===== config.mk =====
export PLATFORM = sky130hd
export DESIGN_NAME = mem_arbiter
export DESIGN_NICKNAME = d
export VERILOG_FILES = /design/src/rtl/mem_arbiter.sv
export SDC_FILE = /design/constraint.sdc
export NUM_CORES = 1
export LEC_CHECK = 0
export CAP_MARGIN = 20
export CORE_MARGIN = 4
export CORE_UTILIZATION = 40
export DETAILED_ROUTE_END_ITERATION = 16
export DONT_BUFFER_PORTS = 1
export HOLD_SLACK_MARGIN = 0.02
export SLEW_MARGIN = 20
export SYNTH_ARGS = -nofsm -noshare
export SYNTH_HDL_FRONTEND = slang
export SYNTH_SLANG_ARGS = --single-unit

===== constraint.sdc =====
create_clock -name clk_in -period 2.05 [get_ports clk_in]
set_input_delay 0.3075 -clock clk_in [delete_from_list [all_inputs] [get_ports clk_in]]
set_output_delay 0.3075 -clock clk_in [all_outputs]
set_load 0.005 [all_outputs]

===== src/rtl/mem_arbiter.sv =====
// Round-robin arbiter serialising an I-fetch master (A) and a data master (B) onto a single-port memory.
// Ack lands 2 cycles after grant (one access per 4 cycles); losing requester waits and wins the next tie.
module mem_arbiter #(
  parameter int DATA_WIDTH = 32,
  parameter int TIMEOUT    = 16
) (
  input  logic                  clk_in,
  input  logic                  rst_n_in,
  input  logic                  a_req,
  input  logic [DATA_WIDTH-1:0] a_addr,
  output logic                  a_ack,
  output logic [DATA_WIDTH-1:0] a_rdata,
  output logic                  a_err,
  input  logic                  b_req,
  input  logic                  b_write,
  input  logic [DATA_WIDTH-1:0] b_addr,
  input  logic [DATA_WIDTH-1:0] b_wdata,
  output logic                  b_ack,
  output logic [DATA_WIDTH-1:0] b_rdata,
  output logic                  b_err,
  output logic                  mem_enable,
  output logic                  mem_write,
  output logic [DATA_WIDTH-1:0] mem_addr,
  output logic [DATA_WIDTH-1:0] mem_wdata,
  input  logic                  mem_ready,
  input  logic [DATA_WIDTH-1:0] mem_rdata
);

  typedef enum logic [1:0] {IDLE, ISSUE, WAIT, RESP} state_t;

  localparam logic [7:0] CNT_LAST = 8'(TIMEOUT - 1);

  state_t                state, state_d;
  logic                  last_b, last_b_d;
  logic                  gnt_b, gnt_b_d;
  logic [7:0]            cnt, cnt_d;
  logic                  pick_b, ready_ok;
  logic                  mem_enable_d, mem_write_d;
  logic [DATA_WIDTH-1:0] mem_addr_d, mem_wdata_d;
  logic                  a_ack_d, a_err_d, b_ack_d, b_err_d;
  logic [DATA_WIDTH-1:0] a_rdata_d, b_rdata_d;

  // Only a strong 1 completes an access; x/z on the ready line is treated as not ready.
  assign ready_ok = (mem_ready === 1'b1);

  always_ff @(posedge clk_in or negedge rst_n_in) begin
    if (!rst_n_in) state <= IDLE;
    else           state <= state_d;
  end

  always_comb begin
    state_d      = state;
    last_b_d     = last_b;
    gnt_b_d      = gnt_b;
    cnt_d        = cnt;
    pick_b       = b_req && (!a_req || !last_b);
    mem_enable_d = 1'b0;
    mem_write_d  = 1'b0;
    mem_addr_d   = mem_addr;
    mem_wdata_d  = mem_wdata;
    a_ack_d      = 1'b0;
    a_err_d      = 1'b0;
    a_rdata_d    = a_rdata;
    b_ack_d      = 1'b0;
    b_err_d      = 1'b0;
    b_rdata_d    = b_rdata;
    case (state)
      IDLE: begin
        if (a_req || b_req) begin
          gnt_b_d      = pick_b;
          last_b_d     = pick_b;
          mem_enable_d = 1'b1;
          mem_write_d  = pick_b && b_write;
          mem_addr_d   = pick_b ? b_addr : a_addr;
          mem_wdata_d  = pick_b ? b_wdata : mem_wdata;
          state_d      = ISSUE;
        end
      end
      ISSUE: begin
        cnt_d   = 8'd0;
        state_d = WAIT;
      end
      WAIT: begin
        if (ready_ok) begin
          if (gnt_b) begin
            b_ack_d   = 1'b1;
            b_rdata_d = mem_rdata;
          end else begin
            a_ack_d   = 1'b1;
            a_rdata_d = mem_rdata;
          end
          state_d = RESP;
        end else if (cnt == CNT_LAST) begin
          if (gnt_b) begin
            b_ack_d   = 1'b1;
            b_err_d   = 1'b1;
            b_rdata_d = '0;
          end else begin
            a_ack_d   = 1'b1;
            a_err_d   = 1'b1;
            a_rdata_d = '0;
          end
          state_d = RESP;
        end else begin
          cnt_d = cnt + 8'd1;
        end
      end
      RESP:    state_d = IDLE;
      default: state_d = IDLE;
    endcase
  end

  always_ff @(posedge clk_in or negedge rst_n_in) begin
    if (!rst_n_in) begin
      last_b     <= 1'b1;
      gnt_b      <= 1'b0;
      cnt        <= 8'd0;
      mem_enable <= 1'b0;
      mem_write  <= 1'b0;
      mem_addr   <= '0;
      mem_wdata  <= '0;
      a_ack      <= 1'b0;
      a_err      <= 1'b0;
      a_rdata    <= '0;
      b_ack      <= 1'b0;
      b_err      <= 1'b0;
      b_rdata    <= '0;
    end else begin
      last_b     <= last_b_d;
      gnt_b      <= gnt_b_d;
      cnt        <= cnt_d;
      mem_enable <= mem_enable_d;
      mem_write  <= mem_write_d;
      mem_addr   <= mem_addr_d;
      mem_wdata  <= mem_wdata_d;
      a_ack      <= a_ack_d;
      a_err      <= a_err_d;
      a_rdata    <= a_rdata_d;
      b_ack      <= b_ack_d;
      b_err      <= b_err_d;
      b_rdata    <= b_rdata_d;
    end
  end

endmodule


After elaboration in Yosys (flattened, before gate mapping)
Index checks and enable logic that the tools add are counted.
- register bits: 146
- output and inout port bits: 134
- add/sub/neg operators: 1
- equality and inequality tests: 13
- muxes and demuxes: 32
- reductions and logical operators: 15
- operators by type and width (cell ; number):
    $mux 32 ; 9
    $mux 1 ; 16
    $mux 8 ; 2
    $pmux 8 s2 ; 1
    $ne 2x2->1 const B ; 7
    $add 8x1->8 const B ; 1
    $eq 8x4->1 const B ; 1
    $pmux 2 s4 ; 1
    $reduce_and 4->1 ; 2
    $mux 2 ; 3
    $reduce_and 3->1 ; 2
    $eq 2x2->1 const B ; 2
    $reduce_and 2->1 ; 2
    $reduce_bool 2->1 ; 2
    $ne 3x3->1 const B ; 1
    $eq 2x1->1 const B ; 1
    $logic_and 1x1->1 ; 2
    $logic_not 1->1 ; 2
    $logic_not 2->1 ; 1
    $logic_or 1x1->1 ; 2
    $eqx 1x1->1 const B ; 1

Depth between registers and ports, before layout
- word-level depth: 6
- depth in mapped cells: 8
- gate-level depth less buffers: 5

Least setup slack after synthesis
No wires, ideal clock.
- kind: reg2reg
- from: register state[0]
- to: register b_rdata[10]
- arrival: 1510 ps
- setup slack: 422 ps
- cell stages (with the launch flop): 9
- buffers on the path: 3
- path through: dfrtp_1 inv_1 ha_1 buf_2 and3_1 buf_2 buf_2 a22o_1 a21o_1
- word-level cells in the longest chain between the ends: 2
- RTL lines (element ; line ; RTL):
    start, declared ; 33 ; state_t state, state_d;
    start signal, assigned ; 48 ; else state <= state_d;
    $eq 2x2->1 ; 67 ; case (state)
    $reduce_and 4->1 (no source line) ; -- ;
    end signal, assigned ; 141 ; b_rdata <= b_rdata_d;
    end, declared ; 19 ; output logic [DATA_WIDTH-1:0] b_rdata,
Every way passes these cells.
A chain may end at the register's enable or synchronous reset.

Worst setup path after layout
- from: register state[0]
- to: register b_rdata[14]
Same word-level chain as after synthesis.

==> reports/qor.txt <==
outcome: finished with violations
failing checks: hold timing
slowest stage delay, CP: 0.40 ns
Syn Area/Cell: 12.4 µm²
ranking of synthesized cells by area: dfrtp_1 (57%), a22o_1 (8.8%), a21o_1 (7.5%), mux2i_1 (5.5%), mux2_2 (3.5%)
Clock Pin Slew Worst Setup and Hold Paths: 0.06 ns
Warnings, synthesis: 0
Die Width: 134 µm
pwr dens: 1600 mW/mm²
PortBufs: 0
die height: 134 µm
crit end category: register
post-route core utilization: 47.8%
Final ANT Viol Nets: 0
largest net degree at the start of global routing: 147
CTS max path bufs: 2
DR vias: 4215
EDFF count, synth: 0
Setup CP Type: register to register
Least-Margin Pin Slew: 0.512 ns
max-slew violations: 0
FF+latch count, synth: 146
initial core utilization: 41.3%
Arr. time, crit path: 2.14 ns
worst-skew pair later-pin latency: 0.41 ns
layout cells sized above 1: 13.0%
CTS root buf: clkbuf_16
synth unique cells: 43
Vias per Instance: 5.61
area leader, netlist: dfrtp_1
Setup-failing EPs final: 0
gr usage total: 17.0%
GP Congestion: 0.735
Final Skew: 0.00705 ns
HPWL after DPL: 10800 µm
vias in the first global route: 4304
fin nets: 665
setup_tns: 0 ns
Most used DFF post-synth: dfrtp_1
DRC: 0
Placed Cells incl. Taps: 694
cells after synthesis: 513
I/O pin count: 268
Placeable Area: 0.0154 mm²
Slew headroom: 65.9%
WP data required: 2.35 ns
Post-Route WL: 15600 µm
CP max stage cell: dfrtp_1
Clock Sinks: 146
family with the most delay on the worst path: flip-flops
RSZ-0062 raised after global routing: no
Critical Path Start: state[0]
CTS tree: done
First-pass DRT Iterations: 4
ys async rst share: 100%
CTS Buf Count: 17
max-cap viol count: 0
CP cell instances: inv_1 -> ha_1 -> nand2_1 -> buf_12 -> a22o_1 -> a21o_1
type of the most critical hold path: input port to asynchronous set/reset pin
average wire per standard cell: 20.7 µm
first-pass GRT wire length: 24100 µm
grt total ovfl: 0
worst reg2reg startpoint: state[0]
syn nets: 651
H-tree depth: 4
Final Hold Vio Count: 146
Period minus WS final: 1.84 ns
top cell type's share of synthesized area: 56.9%
Max VDD drop: 0.550 mV
Mapped Area: 0.00637 mm²
post-route non-filler standard cell count: 751
worst path bufs/invs: 2
hold slack: -0.410 ns
Post-CTS Setup Bufs: 0
Die Area: 0.0180 mm²
# diodes: 0
crit share post-route: 89.7%
fmax: 544 MHz
initial antenna violation count: 0
post-synthesis sequential area ratio: 57.3%
Static Leak: 3.11 nW
Pwr Total: 0.0118 W
crit path max fanout: 31
row count: 45
DRT iter0 DRCs: 170
area grow syn2layout: 15.8%
type of origin of the critical path: register
-- cells in the mapped netlist (2+ instances only) --
library cell	count
a21boi_0	2
a21o_1	64
a21oi_1	2
a22o_1	64
a2bb2oi_1	2
and3_1	2
buf_2	17
buf_4	4
buf_6	8
clkbuf_1	9
dfrtp_1	145
ha_1	4
inv_1	4
mux2_1	12
mux2_2	20
mux2i_1	35
nand2_1	46
nand2b_1	4
nand3_1	3
nor2_1	2
nor3_1	2
nor4_1	2
o211ai_1	4
o21ai_0	36
o22ai_1	2
-- power breakdown --
group	internal [W]	leakage, nW	switching [W]
logic	0.00185	1.21	0.00140
registers	0.00420	1.63	0.00133
clock network	0.00175	0.269	0.00125
-- per-stage QoR --
step	hold slack, ns	setup WS, ns	area (µm²)
after floorplan	0.0119	0.422	6370
after global placement	0.0161	0.269	6540
after detailed placement	0.0156	0.167	6540
after CTS	-0.435	0.162	7300
after global routing	-0.438	0.0359	7380
final	-0.410	0.211	7380
-- worst paths after layout --
kind	to	slack [ns]	cells past startpoint
max	b_rdata[14]	0.21	6
min reg2reg	last_b	0.48	2
max in group asynchronous	a_rdata[19]	2.17	0
min	b_rdata[27]	-0.41	0
min in group clk_in	mem_wdata[13]	0.05	1
max reg2reg	b_rdata[14]	0.21	6
-- worst reg2reg max path, cell delays in order (launching register included) --
cell	delay [ns]
dfrtp_1	0.40
inv_1	0.11
ha_1	0.36
nand2_1	0.21
buf_12	0.22
a22o_1	0.26
a21o_1	0.15
-- repair_timing --
action	CTS	global route
endpoints found under the hold margin	164	153
gates resized for setup	0	2
hold buffers	18	7
setup endpoints to repair	0	6
-- cells by family after synthesis --
group	share of synthesized area, %
AOI/OAI and AO/OA	21.0
xor gates and xnor gates	0.137
adders and majority gates	0.785
buffers and inverters	4.06
DFF	57.3
muxes	11.1
and+or+nand+nor	5.52
-- per-layer routing --
metal  GRT usage, %  vias up  routed length, µm
li1               -     1906                  -
met1           19.4     2086               5800
met2           27.9      213               7780
met3           8.59       10               1830
met4           5.32        0                153
met5              0        -                  0
-- layout by cell type, fill, tap and decap left out, drive strengths merged, types with 3 or more instances in the layout --
cell / synthesis / routed
o21ai: 36 / 36
dlygate4sd3: 0 / 25
mux2i: 35 / 35
a21boi: 3 / 3
a21o: 64 / 64
ha: 4 / 4
clkbuf: 10 / 19
o211ai: 4 / 4
nand2b: 4 / 4
a22o: 64 / 64
nand3: 3 / 3
nand2: 47 / 47
clkinvlp: 0 / 5
mux2: 32 / 32
dfrtp: 145 / 145
inv: 4 / 9
a21oi: 3 / 3
buf: 29 / 9
nor3: 3 / 3
-- cell type report --
| type | instances | area [µm²] |
|---|---|---|
| sequential | 146 | 3650 |
| timing repair buffer | 34 | 368 |
| clock buffer | 19 | 453 |
| tap | 211 | 264 |
| fill | 1394 | 8050 |
| multi-input combinational | 324 | 2500 |
| inverter | 4 | 15.0 |
| clock inverter | 13 | 125 |
-- flip-flops by register name, summed over array words and instances (netlist names) --
name / count
a_ack: 1
a_err: 1
a_rdata: 32
b_ack: 1
b_err: 1
b_rdata: 32
cnt: 8
gnt_b: 1
last_b: 1
mem_addr: 32
mem_enable: 1
mem_wdata: 32
mem_write: 1
state: 2
Power figures use the tool's default switching activity.
